`config.mk`:
```
export PLATFORM = sky130hd
export DESIGN_NAME = uart_rx
export DESIGN_NICKNAME = d
export VERILOG_FILES = /design/src/rtl/uart_rx.sv
export SDC_FILE = /design/constraint.sdc
export NUM_CORES = 1
export LEC_CHECK = 0
export ABC_AREA = 1
export CORE_ASPECT_RATIO = 0.5
export CORE_MARGIN = 10
export CORE_UTILIZATION = 33
export DETAILED_ROUTE_END_ITERATION = 6
export PLACE_DENSITY = 0.47
export RECOVER_POWER = 25
export REMOVE_ABC_BUFFERS = 1
export SYNTH_ARGS = -nofsm -noshare
export SYNTH_HDL_FRONTEND = slang
export SYNTH_SLANG_ARGS = --single-unit
```
`constraint.sdc`:
```
create_clock -name i_clk -period 1.62 [get_ports i_clk]
set_input_delay 0.486 -clock i_clk [delete_from_list [all_inputs] [get_ports i_clk]]
set_output_delay 0.486 -clock i_clk [all_outputs]
set_load 0.01 [all_outputs]
```
`src/rtl/uart_rx.sv`:
```
// uart_rx: 8N1 UART receiver with a built-in 16x oversampling tick generator.
// Define UART_RX_PARITY_EN to add an even-parity bit and the o_parity_err output.
module uart_rx #(
  parameter int CLK_FREQ  = 50_000_000,
  parameter int BAUD_RATE = 9600,
  parameter int DIV       = CLK_FREQ / (BAUD_RATE * 16)
) (
  input  logic       i_clk,
  input  logic       i_reset,
  input  logic       i_rxd,
  output logic [7:0] o_data,
  output logic       o_valid,
  output logic       o_frame_err,
  output logic       o_busy
`ifdef UART_RX_PARITY_EN
  ,
  output logic       o_parity_err
`endif
);
  localparam int DW = $clog2(DIV);
  typedef enum logic [2:0] {IDLE, START, DATA, PARITY, STOP} state_t;
`ifdef UART_RX_PARITY_EN
  localparam state_t AFTER_DATA = PARITY;
  logic r_pbit;
  logic r_perr;
  assign o_parity_err = r_perr;
`else
  localparam state_t AFTER_DATA = STOP;
`endif
  state_t        r_state;
  logic          r_s1;
  logic          r_s2;
  logic          r_s3;
  logic [DW-1:0] r_div;
  logic [3:0]    r_tcnt;
  logic [2:0]    r_bit;
  logic [7:0]    r_shift;
  logic [7:0]    r_data;
  logic          r_valid;
  logic          r_ferr;
  logic          r_busy;
  logic          w_fall;
  logic          w_start;
  logic          w_tick;
  logic          w_mid;
  assign w_fall      = r_s3 & ~r_s2;
  assign w_start     = (r_state == IDLE) & w_fall;
  assign w_tick      = r_div == DW'(DIV - 1);
  assign w_mid       = w_tick & (r_tcnt == 4'd15);
  assign o_data      = r_data;
  assign o_valid     = r_valid;
  assign o_frame_err = r_ferr;
  assign o_busy      = r_busy;
  always_ff @(posedge i_clk or negedge i_reset) begin
    if (!i_reset) begin
      r_s1  <= 1'b1;
      r_s2  <= 1'b1;
      r_s3  <= 1'b1;
      r_div <= '0;
    end else begin
      r_s1  <= i_rxd;
      r_s2  <= r_s1;
      r_s3  <= r_s2;
      r_div <= (w_start | w_tick) ? '0 : r_div + 1'b1;
    end
  end
  // tcnt counts ticks since the last sample point; mid-bit is every 16th tick.
  always_ff @(posedge i_clk or negedge i_reset) begin
    if (!i_reset) begin
      r_state <= IDLE;
      r_tcnt  <= '0;
      r_bit   <= '0;
      r_shift <= '0;
      r_data  <= '0;
      r_valid <= 1'b0;
      r_ferr  <= 1'b0;
      r_busy  <= 1'b0;
`ifdef UART_RX_PARITY_EN
      r_pbit  <= 1'b0;
      r_perr  <= 1'b0;
`endif
    end else begin
      r_valid <= 1'b0;
      r_ferr  <= 1'b0;
`ifdef UART_RX_PARITY_EN
      r_perr  <= 1'b0;
`endif
      if (w_tick) r_tcnt <= r_tcnt + 4'd1;
      case (r_state)
        IDLE: begin
          r_tcnt <= '0;
          r_bit  <= '0;
          if (w_fall) begin
            r_state <= START;
            r_busy  <= 1'b1;
          end
        end
        START: if (w_tick && r_tcnt == 4'd7) begin
          r_tcnt  <= '0;
          r_state <= r_s2 ? IDLE : DATA;
          r_busy  <= ~r_s2;
        end
        DATA: if (w_mid) begin
          r_shift <= {r_s2, r_shift[7:1]};
          r_bit   <= r_bit + 3'd1;
          if (r_bit == 3'd7) r_state <= AFTER_DATA;
        end
`ifdef UART_RX_PARITY_EN
        PARITY: if (w_mid) begin
          r_pbit  <= r_s2;
          r_state <= STOP;
        end
`endif
        STOP: if (w_mid) begin
          r_state <= IDLE;
          r_busy  <= 1'b0;
          r_valid <= r_s2;
          r_ferr  <= ~r_s2;
          if (r_s2) r_data <= r_shift;
`ifdef UART_RX_PARITY_EN
          r_perr  <= r_s2 & (^{r_shift, r_pbit});
`endif
        end
        default: begin
          r_state <= IDLE;
          r_busy  <= 1'b0;
        end
      endcase
    end
  end
endmodule

```
==> results.md <==
- The run finished with clean final reports.
- The count of cells along the worst hold path is 0.
- The CTS tree is done.
- The maximum achievable frequency is 658 MHz.
- 14 I/O pins were placed.
- The via count is 1,432.
- The signal arrival time at the worst endpoint is 1740 ps.
- The routed design has 3870 um of wire.
- The via count of the first global-routing pass is 1,355.
- The total clock sinks is 41.
- The end point of the worst hold path is r_s2.
- After detailed routing, the average wire length per cell comes to 12.0 um.
- The pin count of the biggest net entering global routing is 42.
- The max-cap violation count is 0.
- The peak fanout along the critical path is 6.
- The startpoint kind of the worst setup timing path is a flip-flop.
- In this run the tightest slew margin relative to its limit is 31.2%.
- In this run the critical register-to-register path is captured at o_data[3].
- Counting distinct cell types in the post-synthesis netlist gives 24.
- Synthesis inferred 41 register bits.
- The floorplan step set the die height to 73.3 um.
- In this run the power density over the cells is 1270 mW/mm2.
- The endpoint kind of the worst setup timing path is a flip-flop.
- The worst slack on hold paths is 357 ps.
- The final layout contains 256 nets.
- The number of antenna cells inserted is 0.
- After detailed routing, the number of vias per cell comes to 4.45.
- In this run the most critical hold path is launched from r_s1.
- The worst register-to-register path has a setup slack of 100 ps.
- The number of hold violations in the final report is 0.
- Setup violations remaining at the end of the flow were counted as 0.
- Summing the sequential cell areas from Yosys gives 54.9% of the chip area.
- The core region is 0.00549 mm2.
- The root buffer cell is sky130_fd_sc_hd__clkbuf_16.
- The final critical-path setup slack is 100 ps.
- The violation count after the first detailed-route iteration is 49.
- The type of the setup path with the least slack is flip-flop to flip-flop.
- The area growth from synthesis to layout is 25.9%.
- The final global-route overflow total is 0.
- Counting the fill cells in the layout gives 559.
- No sink is reached through more buffers than the 2 on the longest clock path.
- The worst register-to-register path begins at r_div[1].
- The total power is 3010 uW.
- At the pin with the least slew margin, the transition time is 1030 ps.
- The global-route wire length before repair is 6470 um.
- Routability-driven placement finished with a final weighted congestion of 0.796.
- For this run, the detailed router's first-pass iteration total came to 4.
- The initialized floorplan defines 19 standard-cell rows.
- The number of pins exceeding their max-slew limit in the final report is 0.
- In this run, CTS created clock tree buffers numbering 5.
- The mean cell area of the mapped netlist is 8.61 um2.
- IR analysis of the VDD net gives a maximum drop of 0.000498 V.
- The antenna violation net count after detailed routing is 0.
- The number of standard cells after synthesis is 218.
- For the final routed database, the setup TNS stands at 0 ps.
- The remaining routing DRC violations is 0.
- The Yosys step of the flow raised 0 warnings.
- Setup repair after global routing could not meet its margin everywhere.
- Detailed placement finished with a half-perimeter wire length of 2740 um.
- For the worst flop-to-flop path, the logic depth is 12.
- The clock period minus final worst setup slack is 1520 ps.
- The tightest min-delay check is of the flip-flop to flip-flop type.
- Once the floorplan was initialized, standard cells occupied 34.2% of the core.
- The reported leakage power is 0.00130 uW.
- The minimum setup slack after placement is 35.8 ps.
- From left edge to right edge, the die measures 127 um.
- The final critical path takes up 93.8% of the cycle.
- The post-layout utilization of the core is 43.0%.
- The clock arrives with 2.85 ps of skew.
- Clock-pin slew was measured on the worst setup and hold paths at 60 ps.
- For the worst setup path, the data required time is 1840 ps.
- The later pin in the worst-skew pair is clocked with a latency of 280 ps.
- The proportion of layout cells with a drive suffix above 1 is 18.9%.
- The count of buffers added on input and output ports is 13.
- The overall die area is 0.00929 mm2.
- The number of antenna violations at the first check in global routing is 0.
- The mapped netlist covers 0.00188 mm2.
- The H-tree was split into 2 levels.
- The global-route usage over all layers is 8.55%.
==> repair_timing <==
action / in CTS / in global routing
gates cloned: 0 / 2
buffers inserted: 0 / 2
hold buffers: 0 / 0
endpoints found under the setup margin: 11 / 35
resized for setup: 11 / 21
pin swaps: 0 / 3
==> cells in the final DEF (no fill, tap or decap), drive strengths merged <==
| master | n |
|---|---|
| nor3b | 3 |
| a21oi | 10 |
| ha | 5 |
| clkinv | 3 |
| nand4 | 1 |
| nand3 | 9 |
| nor3 | 3 |
| dfstp | 3 |
| buf | 9 |
| xor2 | 2 |
| o21ai | 15 |
| nand2 | 80 |
| or2 | 1 |
| dfrtp | 38 |
| dlygate4sd2 | 11 |
| clkdlybuf4s50 | 1 |
| inv | 24 |
| nor2 | 24 |
| clkbuf | 7 |
==> report_power, final <==
group	switching, uW	internal, uW	leakage [uW]
logic	481	306	0.000678
registers	118	1160	0.000549
clock network	386	566	0.0000706
total	984	2030	0.00130
==> metal layers <==
metal	track usage [%]	wire length (um)	part of all wire [%]
met3	2.94	143	3.7
met5	0	0	0
met4	3.01	55	1.4
met1	10.7	1900	49
met2	13.6	1770	46
==> Yosys cell counts <==
cell type	number	area share, %
sky130_fd_sc_hd__a21oi_1	10	2.7
sky130_fd_sc_hd__clkbuf_1	1	0.20
sky130_fd_sc_hd__clkinv_1	1	0.20
sky130_fd_sc_hd__clkinv_2	1	0.27
sky130_fd_sc_hd__dfrtp_1	38	51
sky130_fd_sc_hd__dfstp_2	3	4.2
sky130_fd_sc_hd__ha_1	5	3.3
sky130_fd_sc_hd__inv_1	22	4.4
sky130_fd_sc_hd__inv_2	1	0.20
sky130_fd_sc_hd__nand2_1	76	15
sky130_fd_sc_hd__nand2_2	1	0.33
sky130_fd_sc_hd__nand2_4	2	1.2
sky130_fd_sc_hd__nand3_1	9	2.4
sky130_fd_sc_hd__nand4_1	1	0.33
sky130_fd_sc_hd__nor2_1	17	3.4
sky130_fd_sc_hd__nor2_2	3	1.0
sky130_fd_sc_hd__nor2_4	1	0.60
sky130_fd_sc_hd__nor2_8	2	2.1
sky130_fd_sc_hd__nor3_1	3	0.80
sky130_fd_sc_hd__nor3b_1	3	1.2
sky130_fd_sc_hd__o21ai_0	12	3.2
sky130_fd_sc_hd__o21ai_1	3	0.80
sky130_fd_sc_hd__or2_2	1	0.33
sky130_fd_sc_hd__xor2_1	2	0.93
==> cell type report <==
type                            instances  area [um2]  area share [%]
Clock buffer                            6         129            5.46
Clock inverter                          2        10.0           0.424
Inverter                               25        98.8            4.18
Multi-Input combinational cell        153         827            35.0
Sequential cell                        41        1030            43.6
Tap cell                               73        91.3            3.87
Timing Repair Buffer                   22         176            7.47
==> worst max path at each step <==
stage,slack (ps),depth (start not counted),to,start
floorplan,170,11,o_data[0],r_div[0]
global placement,100,11,o_data[1],r_div[0]
detailed placement,40,11,o_data[1],r_div[0]
CTS,30,11,o_data[1],r_div[0]
global route,-7,11,r_bit[2],r_div[0]
finish,100,12,o_data[3],r_div[1]
==> cells by family (layout without fill, tap and decap cells) <==
| group | count (synthesis) | after routing | synth area share, % |
|---|---|---|---|
| and+or+nand+nor | 119 | 121 | 28.9 |
| DFF | 41 | 41 | 54.9 |
| buffers and inverters | 26 | 55 | 5.27 |
| AOI/OAI and AO/OA | 25 | 25 | 6.67 |
| adders and majority gates | 5 | 5 | 3.33 |
| xor gates and xnor gates | 2 | 2 | 0.934 |
==> critical path, stage by stage, from the launching register on <==
cell                      delay [ps]
sky130_fd_sc_hd__dfrtp_1         400
sky130_fd_sc_hd__inv_1           100
sky130_fd_sc_hd__ha_4            130
sky130_fd_sc_hd__nand2_2          60
sky130_fd_sc_hd__inv_2            50
sky130_fd_sc_hd__nand2_2          50
sky130_fd_sc_hd__nor2_4          110
sky130_fd_sc_hd__nand2_4         100
sky130_fd_sc_hd__inv_6            90
sky130_fd_sc_hd__nand2_8          70
sky130_fd_sc_hd__nor2_4          150
sky130_fd_sc_hd__nand2_1          70
sky130_fd_sc_hd__nand2_1          60
==> sequential cells by signal (all words and copies together), names as in the netlist <==
name / cells
o_data: 8
r_div: 9
r_s2: 1
r_tcnt: 4
r_s3: 1
o_busy: 1
o_frame_err: 1
r_bit: 3
o_valid: 1
r_s1: 1
r_state: 3
r_shift: 8
==> metrics by stage <==
step                std cells  area (um2)
floorplan                 217        1870
global placement          310        2150
detailed placement        310        2150
CTS                       318        2280
global route              322        2360
finish                    322        2360
Note: power is estimated with default switching activity, not from simulation.
